File: src/rtl/wb_stage_exc.sv
// Write-back stage with precise exception/ertn handling and a post-flush drain window.
// Optional debug trace ports are compiled in with `define WB_DEBUG_TRACE_EN.
module wb_stage_exc #(
  parameter int                  EX_NUM    = 4,
  parameter logic [6*EX_NUM-1:0] EX_ECODES = {6'h0B, 6'h0C, 6'h09, 6'h08},
  parameter int                  DRAIN_CYC = 1,
  parameter int                  CNT_W     = 32
) (
  input  logic                  clk,
  input  logic                  reset,
  output logic                  ws_allowin,
  input  logic                  ms_to_ws_valid,
  input  logic [160+EX_NUM-1:0] ms_to_ws_bus,
  output logic [38:0]           ws_to_rf_bus,
  output logic                  csr_re,
  output logic [13:0]           csr_num,
  input  logic [31:0]           csr_rvalue,
  output logic                  csr_we,
  output logic [31:0]           csr_wmask,
  output logic [31:0]           csr_wvalue,
  output logic                  wb_ex,
  output logic [5:0]            wb_ecode,
  output logic [8:0]            wb_esubcode,
  output logic                  ertn_flush,
  output logic [31:0]           wb_pc,
  input  logic [31:0]           ex_entry,
  input  logic [31:0]           era,
  output logic                  ws_flush_pipe,
  output logic [31:0]           ws_flush_target,
  output logic [CNT_W-1:0]      inst_retired
`ifdef WB_DEBUG_TRACE_EN
  ,
  output logic [31:0]           debug_wb_pc,
  output logic [3:0]            debug_wb_rf_wen,
  output logic [4:0]            debug_wb_rf_wnum,
  output logic [31:0]           debug_wb_rf_wdata
`endif
);

  typedef struct packed {
    logic [EX_NUM-1:0] ex_vec;
    logic [8:0]        esubcode;
    logic              ertn;
    logic              csr_re;
    logic              csr_we;
    logic [13:0]       csr_num;
    logic [31:0]       csr_wmask;
    logic [31:0]       csr_wvalue;
    logic              gr_we;
    logic [4:0]        dest;
    logic [31:0]       result;
    logic [31:0]       pc;
  } ms_bus_t;

  typedef enum logic {S_RUN, S_DRAIN} state_e;

  localparam logic [3:0] DRAIN_INIT = 4'(DRAIN_CYC - 1);

  state_e          state_q, state_d;
  logic [3:0]      drain_q, drain_d;
  logic            ws_valid_q, ws_valid_d;
  ms_bus_t         bus_q;
  logic [CNT_W-1:0] retired_q, retired_d;

  logic            ws_ready_go;
  logic            ws_live;
  logic            ex_any;
  logic [5:0]      ecode_sel;
  logic            rf_we;
  logic [31:0]     rf_wdata;
  logic            retire;

  assign ws_ready_go = 1'b1;

  // An instruction that slipped into WS during the flush cycle sits there while
  // draining; gating on RUN keeps it from having any architectural effect.
  assign ws_live = ws_valid_q && (state_q == S_RUN);
  assign ex_any  = |bus_q.ex_vec;

  // Lowest-numbered pending source wins: scan downward so the last hit is the lowest.
  always_comb begin
    ecode_sel = 6'h00;
    for (int i = EX_NUM - 1; i >= 0; i--) begin
      if (bus_q.ex_vec[i]) ecode_sel = EX_ECODES[6*i +: 6];
    end
  end

  assign wb_ex       = ws_live && ex_any;
  assign ertn_flush  = ws_live && bus_q.ertn && !ex_any;
  assign wb_ecode    = ex_any ? ecode_sel : 6'h00;
  assign wb_esubcode = ex_any ? bus_q.esubcode : 9'h000;
  assign wb_pc       = bus_q.pc;

  assign ws_flush_pipe   = wb_ex || ertn_flush;
  assign ws_flush_target = wb_ex ? ex_entry : era;

  assign rf_we        = ws_live && (bus_q.gr_we || bus_q.csr_re) && !ex_any;
  assign rf_wdata     = bus_q.csr_re ? csr_rvalue : bus_q.result;
  assign ws_to_rf_bus = {ws_live && bus_q.csr_re, rf_we, bus_q.dest, rf_wdata};

  assign csr_re     = ws_live && (bus_q.csr_re || bus_q.ertn);
  assign csr_we     = ws_live && bus_q.csr_we && !ex_any;
  assign csr_num    = bus_q.csr_num;
  assign csr_wmask  = bus_q.csr_wmask;
  assign csr_wvalue = bus_q.csr_wvalue;

  assign retire       = ws_live && !ex_any;
  assign retired_d    = retire ? retired_q + CNT_W'(1) : retired_q;
  assign inst_retired = retired_q;

  always_comb begin
    state_d    = state_q;
    drain_d    = drain_q;
    ws_allowin = !ws_valid_q || ws_ready_go;
    ws_valid_d = ws_valid_q;
    case (state_q)
      S_RUN: begin
        if (ws_allowin) ws_valid_d = ms_to_ws_valid;
        if (ws_flush_pipe) begin
          state_d = S_DRAIN;
          drain_d = DRAIN_INIT;
        end
      end
      S_DRAIN: begin
        ws_allowin = 1'b1;
        ws_valid_d = 1'b0;
        if (drain_q == 4'd0) state_d = S_RUN;
        else                 drain_d = drain_q - 4'd1;
      end
      default: state_d = S_RUN;
    endcase
  end

  always_ff @(posedge clk) begin
    if (reset) begin
      state_q    <= S_RUN;
      drain_q    <= 4'd0;
      ws_valid_q <= 1'b0;
      retired_q  <= '0;
    end else begin
      state_q    <= state_d;
      drain_q    <= drain_d;
      ws_valid_q <= ws_valid_d;
      retired_q  <= retired_d;
    end
  end

  always_ff @(posedge clk) begin
    if (ms_to_ws_valid && ws_allowin) bus_q <= ms_bus_t'(ms_to_ws_bus);
  end

`ifdef WB_DEBUG_TRACE_EN
  assign debug_wb_pc       = bus_q.pc;
  assign debug_wb_rf_wen   = {4{rf_we}};
  assign debug_wb_rf_wnum  = bus_q.dest;
  assign debug_wb_rf_wdata = rf_wdata;
`endif

endmodule
File: config.mk
export PLATFORM = sky130hd
export DESIGN_NAME = wb_stage_exc
export DESIGN_NICKNAME = d
export VERILOG_FILES = /design/src/rtl/wb_stage_exc.sv
export SDC_FILE = /design/constraint.sdc
export NUM_CORES = 1
export LEC_CHECK = 0
export BUFFER_PORTS_ARGS = -buffer_cell sky130_fd_sc_hd__buf_2
export CELL_PAD_IN_SITES_DETAIL_PLACEMENT = 1
export CELL_PAD_IN_SITES_GLOBAL_PLACEMENT = 1
export CORE_AREA = 2 2 193 195
export CTS_CLUSTER_SIZE = 12
export DETAILED_ROUTE_END_ITERATION = 10
export DIE_AREA = 0 0 195 197
export GPL_ROUTABILITY_DRIVEN = 0
export PLACE_DENSITY_LB_ADDON = 0.1
export SLEW_MARGIN = 20
export SYNTH_ARGS = -nofsm -noshare
export SYNTH_HDL_FRONTEND = slang
export SYNTH_SLANG_ARGS = --single-unit
File: constraint.sdc
create_clock -name clk -period 5.6 [get_ports clk]
set_clock_uncertainty 0.05 [all_clocks]
set_input_delay 0.84 -clock clk [delete_from_list [all_inputs] [get_ports clk]]
set_output_delay 0.84 -clock clk [all_outputs]
set_load 0.01 [all_outputs]
==> flow_summary.json, run 1 <==
{
  "synth-seq-cells": 202,
  "grt_pass1_vias": 6415,
  "core_sq_mm": 0.0363,
  "hold_buffers": 0,
  "worst-r2r-cell-count": 5,
  "via_per_inst": 4.22,
  "p_per_area_mw_per_mm2": 326,
  "report.final.slew_viol_count": 0,
  "max_cap_violations": 0,
  "synth_ff_type": "edfxtp_1",
  "port_buffers": 493,
  "synth-async-reset-ratio": 0,
  "synth_largest_area_cell": "edfxtp_1",
  "avgRoutedWirePerCell_um": 19.7,
  "post-route-util": 0.317,
  "cts_tree": "done",
  "peakVddDrop_mv": 0.282,
  "num_vias": 6226,
  "syn-instance-count": 597,
  "die_h_um": 197,
  "mostFrequentLayoutCells": "buf_2 (492), edfxtp_1 (164), mux2_2 (64)",
  "cts.sinks": 202,
  "status": "finished, final reports clean",
  "cts_buffers": 25,
  "clkSlewWorstSetupHoldPaths_ns": 0.06,
  "dpl_worst_slack_ns": 2.44,
  "post_cts_buffers": 0,
  "dp_hpwl_um": 22800,
  "die_w_um": 195,
  "synth_top_area_frac": 0.576,
  "dieArea_sq_mm": 0.0384,
  "hold_path_class": "input pin to flop",
  "fin_ws_ns": 1.96,
  "path_class": "flop to output pin",
  "drc": 0,
  "rsz0062_at_grt": "false",
  "syn_to_final_growth_pct": 34.6,
  "tightest_slew_ns": 0.800,
  "hold-path-cell-count": 1,
  "worstSkewPairLatency_ns": 0.53,
  "seq_area_frac_synth": 0.665,
  "fin_crit_ns": 3.64,
  "critical_path_arrival_ns": 2.75,
  "drtIter0Drc": 190,
  "cts_max_path_buffers": 3,
  "path_max_fanout": 15,
  "finalSetupViolCount": 0,
  "worstPathRequired_ns": 4.71,
  "cp-start-kind": "flop",
  "leakage_nw": 4.87,
  "crit_path_end_kind": "output pin",
  "synth_area_per_cell_sq_um": 14.3,
  "period_share": 0.651,
  "cts_resized": 0,
  "finalWirelength_um": 29000,
  "grt_first_pass_wirelength_um": 41500,
  "clock.fmax_mhz": 274,
  "layout.nets": 1247,
  "netlist_area_sq_mm": 0.00854,
  "pin_count": 497,
  "antenna_found_initial": 8,
  "initial_utilization": 0.236,
  "finalHoldViolCount": 0,
  "drive_gt1_frac": 0.604,
  "grt.overflow.total": 0,
  "cts_max_level": 1,
  "rows": 70,
  "layout.cells.most_common": "buf_2",
  "synthTopCellsByArea": "edfxtp_1 (58%), buf_4 (10%), dfxtp_1 (8.9%)",
  "setup_tns_ns": 0,
  "yosysUniqueCellTypes": 35,
  "ant_nets": 0,
  "slew_headroom": 0.466,
  "grt_max_degree": 110,
  "cts-root-buf": "clkbuf_16",
  "track_usage": 0.145,
  "dr.pass1.iters": 4,
  "synth_edf_count": 164,
  "synth_warnings": 0
}
## worst paths after layout
check,from,end,slack [ns]
worst max register to register,bus_q[161],inst_retired[27],2.54
worst min-delay path,ms_to_ws_bus[91],csr_wvalue[21],0.44
worst min register to register,drain_q[0],drain_q[0],0.44
worst max-delay path,bus_q[161],ws_flush_pipe,1.96
## per-layer routing
metal / global-route usage / vias to the layer above / routed length [um] / part of all wire
met5: 0 / - / 41 / 0.0014
met4: 0.0385 / 6 / 688 / 0.024
met3: 0.0541 / 49 / 2810 / 0.097
met2: 0.271 / 333 / 15100 / 0.52
met1: 0.152 / 2955 / 10400 / 0.36
li1: - / 2883 / - / -
## synthesized netlist by cell type, types with 2 or more instances
library cell	number
nand2_1	10
nand3_1	14
mux2_2	64
buf_4	119
dfxtp_1	38
o31ai_1	17
conb_1	2
or2_2	2
edfxtp_1	164
or3_1	10
nand2b_1	2
or4_1	19
ha_1	2
nand4_1	13
inv_1	8
and4_1	3
o211ai_1	2
nor2_1	14
a21oi_1	29
nor3_1	3
and2_1	11
xor2_1	8
and3_1	6
clkbuf_1	18
buf_2	2
o21ai_0	8
## cell type report
| type | instances | area [sq um] |
|---|---|---|
| tap | 468 | 586 |
| multi-input combinational | 248 | 1860 |
| timing repair buffer | 496 | 2510 |
| clock buffer | 30 | 683 |
| clock inverter | 16 | 129 |
| fill | 4040 | 24800 |
| inverter | 9 | 33.8 |
| sequential | 202 | 5690 |
| antenna | 5 | 12.5 |
## sequential cells by signal, summed over array words and instances, names as in the netlist
signal and cells:
bus_q 49, csr_wmask 32, csr_wvalue 32, inst_retired 32
wb_pc 32, csr_num 14, ws_to_rf_bus 5, drain_q 4
state_q 1, ws_valid_q 1
## kinds of logic after synthesis
group / Yosys count / synth area share
DFF: 202 / 0.665
buffers and inverters: 148 / 0.118
and+or+nand+nor: 114 / 0.0811
muxes: 64 / 0.0844
AOI/OAI and AO/OA: 56 / 0.0384
xor gates and xnor gates: 9 / 0.00923
adders and majority gates: 2 / 0.00293
other: 2 / 0.000879
## metrics by stage
step | std cells | hold WS (ns) | cell area, sq um | total power [W]
floorplan | 598 | 0.403 | 8550 | 0.00202
global placement | 1423 | 0.412 | 10700 | 0.00220
detailed placement | 1423 | 0.434 | 10700 | 0.00221
CTS | 1469 | 0.399 | 11500 | 0.00384
global route | 1470 | 0.403 | 11500 | 0.00392
finish | 1474 | 0.436 | 11500 | 0.00375
## where the power goes
group | total (W) | internal, W | switching, W | leakage, nW
Sequential | 0.00176 | 0.00173 | 0.0000266 | 1.91
Combinational | 0.000406 | 0.000191 | 0.000215 | 2.55
Clock | 0.00159 | 0.000958 | 0.000630 | 0.404
## worst max-delay path: stages (launching register included)
cell,delay [ns]
edfxtp_1,0.47
nor4_4,0.62
inv_2,0.30
o21ai_0,0.51
inv_1,0.14
buf_2,0.18
Power figures use the tool's default switching activity.
==> inputs of run 2 (changes only) <==
ABC_AREA = 1   (was default)
CORE_AREA = 2 2 191 193   (was 2 2 193 195)
DIE_AREA = 0 0 193 195   (was 0 0 195 197)
clock period = 3.8 ns   (was 5.6 ns; I/O delays follow)
==> run 2 against run 1 <==
  * Count of clock-buffer cells in the layout grew 1
  * Highest routed layer unchanged
  * Critical path depth is 3 higher
  * Largest cell class unchanged
  * Setup slack lost 1.4 ns
  * Critical endpoint is now ws_flush_target[28]
  * Sequential share of layout area down 1.1 points
  * Synthesized area up 3.6%
==> flow_summary.json, run 2 <==
{
  "path_class": "flop to output pin",
  "tightest_slew_ns": 0.992,
  "avgRoutedWirePerCell_um": 18.0,
  "cts_max_level": 1,
  "synth_most_common_cell": "nand2_1",
  "status": "finished, final reports clean",
  "rows": 69,
  "synthTopCellsByArea": "edfxtp_1 (56%), nand2_1 (12%), buf_4 (10%)",
  "cts_buffers": 24,
  "die_w_um": 193,
  "syn-instance-count": 861,
  "clock.fmax_mhz": 305,
  "synth_area_per_cell_sq_um": 10.3,
  "netlist_area_sq_mm": 0.00885,
  "fill_cells": 4158,
  "via_per_inst": 4.07,
  "yosysUniqueCellTypes": 27,
  "hold_path_class": "input pin to flop",
  "largest_reg_flops": 49,
  "period_share": 0.862,
  "ant_nets": 0,
  "initial_utilization": 0.250,
  "synth_largest_area_cell": "edfxtp_1",
  "post-route-util": 0.332,
  "synth_top_area_frac": 0.556,
  "top_register": "bus_q",
  "port_buffers": 493,
  "track_usage": 0.159,
  "setup_tns_ns": 0,
  "dp_cells": 1686,
  "mostFrequentLayoutCells": "buf_2 (492), nand2_1 (273), edfxtp_1 (164)",
  "synth_edf_count": 164,
  "synth_warnings": 0,
  "grt_max_degree": 84,
  "fin_crit_ns": 3.28,
  "cts_tree": "done",
  "finalWirelength_um": 31400,
  "cts_max_path_buffers": 3,
  "synth-seq-cells": 202,
  "drive_gt1_frac": 0.431,
  "cts_resized": 0,
  "grt_first_pass_wirelength_um": 44900,
  "rsz0062_at_grt": "false",
  "grt.overflow.total": 0,
  "slew_headroom": 0.338,
  "p_per_area_mw_per_mm2": 468,
  "drc": 0,
  "max_cap_violations": 0,
  "dieArea_sq_mm": 0.0376,
  "dr.pass1.iters": 4,
  "core_sq_mm": 0.0354,
  "die_h_um": 195,
  "cts.sinks": 202,
  "clkSlewWorstSetupHoldPaths_ns": 0.06,
  "report.final.slew_viol_count": 0,
  "post_cts_buffers": 0,
  "layout.nets": 1516,
  "worstPathRequired_ns": 3.18,
  "layout.cells.most_common": "buf_2",
  "finalHoldViolCount": 0,
  "finalSetupViolCount": 0,
  "synth-async-reset-ratio": 0,
  "worstSkewPairLatency_ns": 0.51,
  "drtIter0Drc": 280,
  "critical_path_arrival_ns": 2.66,
  "dp_hpwl_um": 24800,
  "ys_top_cells_by_count": "nand2_1 (273), edfxtp_1 (164), buf_4 (119)",
  "hold_buffers": 0,
  "crit_path_end_kind": "output pin",
  "instances_no_fill": 1738,
  "path_max_fanout": 34,
  "cts-root-buf": "clkbuf_16",
  "peakVddDrop_mv": 0.316,
  "num_vias": 7073,
  "cp-start-kind": "flop",
  "leakage_nw": 5.53,
  "antenna_found_initial": 12,
  "syn_to_final_growth_pct": 32.9,
  "seq_area_frac_synth": 0.642,
  "synth_ff_type": "edfxtp_1",
  "grt_pass1_vias": 7194,
  "pin_count": 497
}
[run 2: cell types whose count changed after synthesis, moves of 7 or more]
cell / previous run / this run
nand2_1: 10 / 273
inv_1: 8 / 64
or4_1: 19 / 0
mux2_2: 64 / 0
clkbuf_1: 18 / 10
a21oi_1: 29 / 22
and2_1: 11 / 0
nand3_1: 14 / 27
nor2_1: 14 / 77
or3_1: 10 / 0
o31ai_1: 17 / 0
[run 2: power by group]
part,switching [W],internal [W]
clock network,0.000910,0.00133
registers,0.0000422,0.00256
logic,0.000393,0.000273
[run 2: cell families after synthesis]
group                      synth area share
adders and majority gates           0.00283
other                              0.000848
buffers and inverters                 0.139
xor gates and xnor gates            0.00297
DFF                                   0.642
and+or+nand+nor                       0.191
AOI/OAI and AO/OA                    0.0215
[run 2: cell type report]
| type | count | area, sq um | area share |
|---|---|---|---|
| antenna | 10 | 25.0 | 0.00213 |
| clock buffer | 31 | 648 | 0.0551 |
| clock inverter | 11 | 103 | 0.00872 |
| inverter | 68 | 255 | 0.0217 |
| multi-input combinational | 456 | 1940 | 0.165 |
| sequential | 202 | 5690 | 0.483 |
| tap | 461 | 577 | 0.0490 |
| timing repair buffer | 499 | 2530 | 0.215 |
[run 2: worst max-delay path: stages, from the launching register on]
cell and delay [ns]:
edfxtp_1 0.40, nor2_2 0.21, nand2_1 0.18, nand2_2 0.09
buf_4 0.31, inv_1 0.52, nand2_1 0.21, nand2_1 0.06
buf_2 0.14
[run 2: layer usage]
layer | vias up | wire length [um] | track usage
met5 | - | 32 | 0
met1 | 3283 | 11700 | 0.177
met3 | 52 | 2850 | 0.0519
met2 | 268 | 15800 | 0.283
met4 | 4 | 953 | 0.0553
li1 | 3466 | - | -
[run 2: stage by stage]
step	hold WS (ns)	instance area, sq um	total power [W]	setup slack (ns)
floorplan	0.376	8860	0.00302	1.88
global placement	0.394	11000	0.00332	1.13
detailed placement	0.402	11000	0.00333	1.03
CTS	0.136	11700	0.00563	0.444
global route	0.146	11800	0.00576	0.205
finish	0.171	11800	0.00550	0.524
[run 2: path summary, 6_finish.rpt]
kind	slack [ns]	end	startpoint	depth (start not counted)
max	0.52	ws_flush_target[28]	bus_q[161]	8
min	0.17	csr_wvalue[19]	ms_to_ws_bus[89]	1
max reg2reg	1.69	inst_retired[22]	inst_retired[0]	10
min reg2reg	0.41	drain_q[0]	drain_q[0]	1
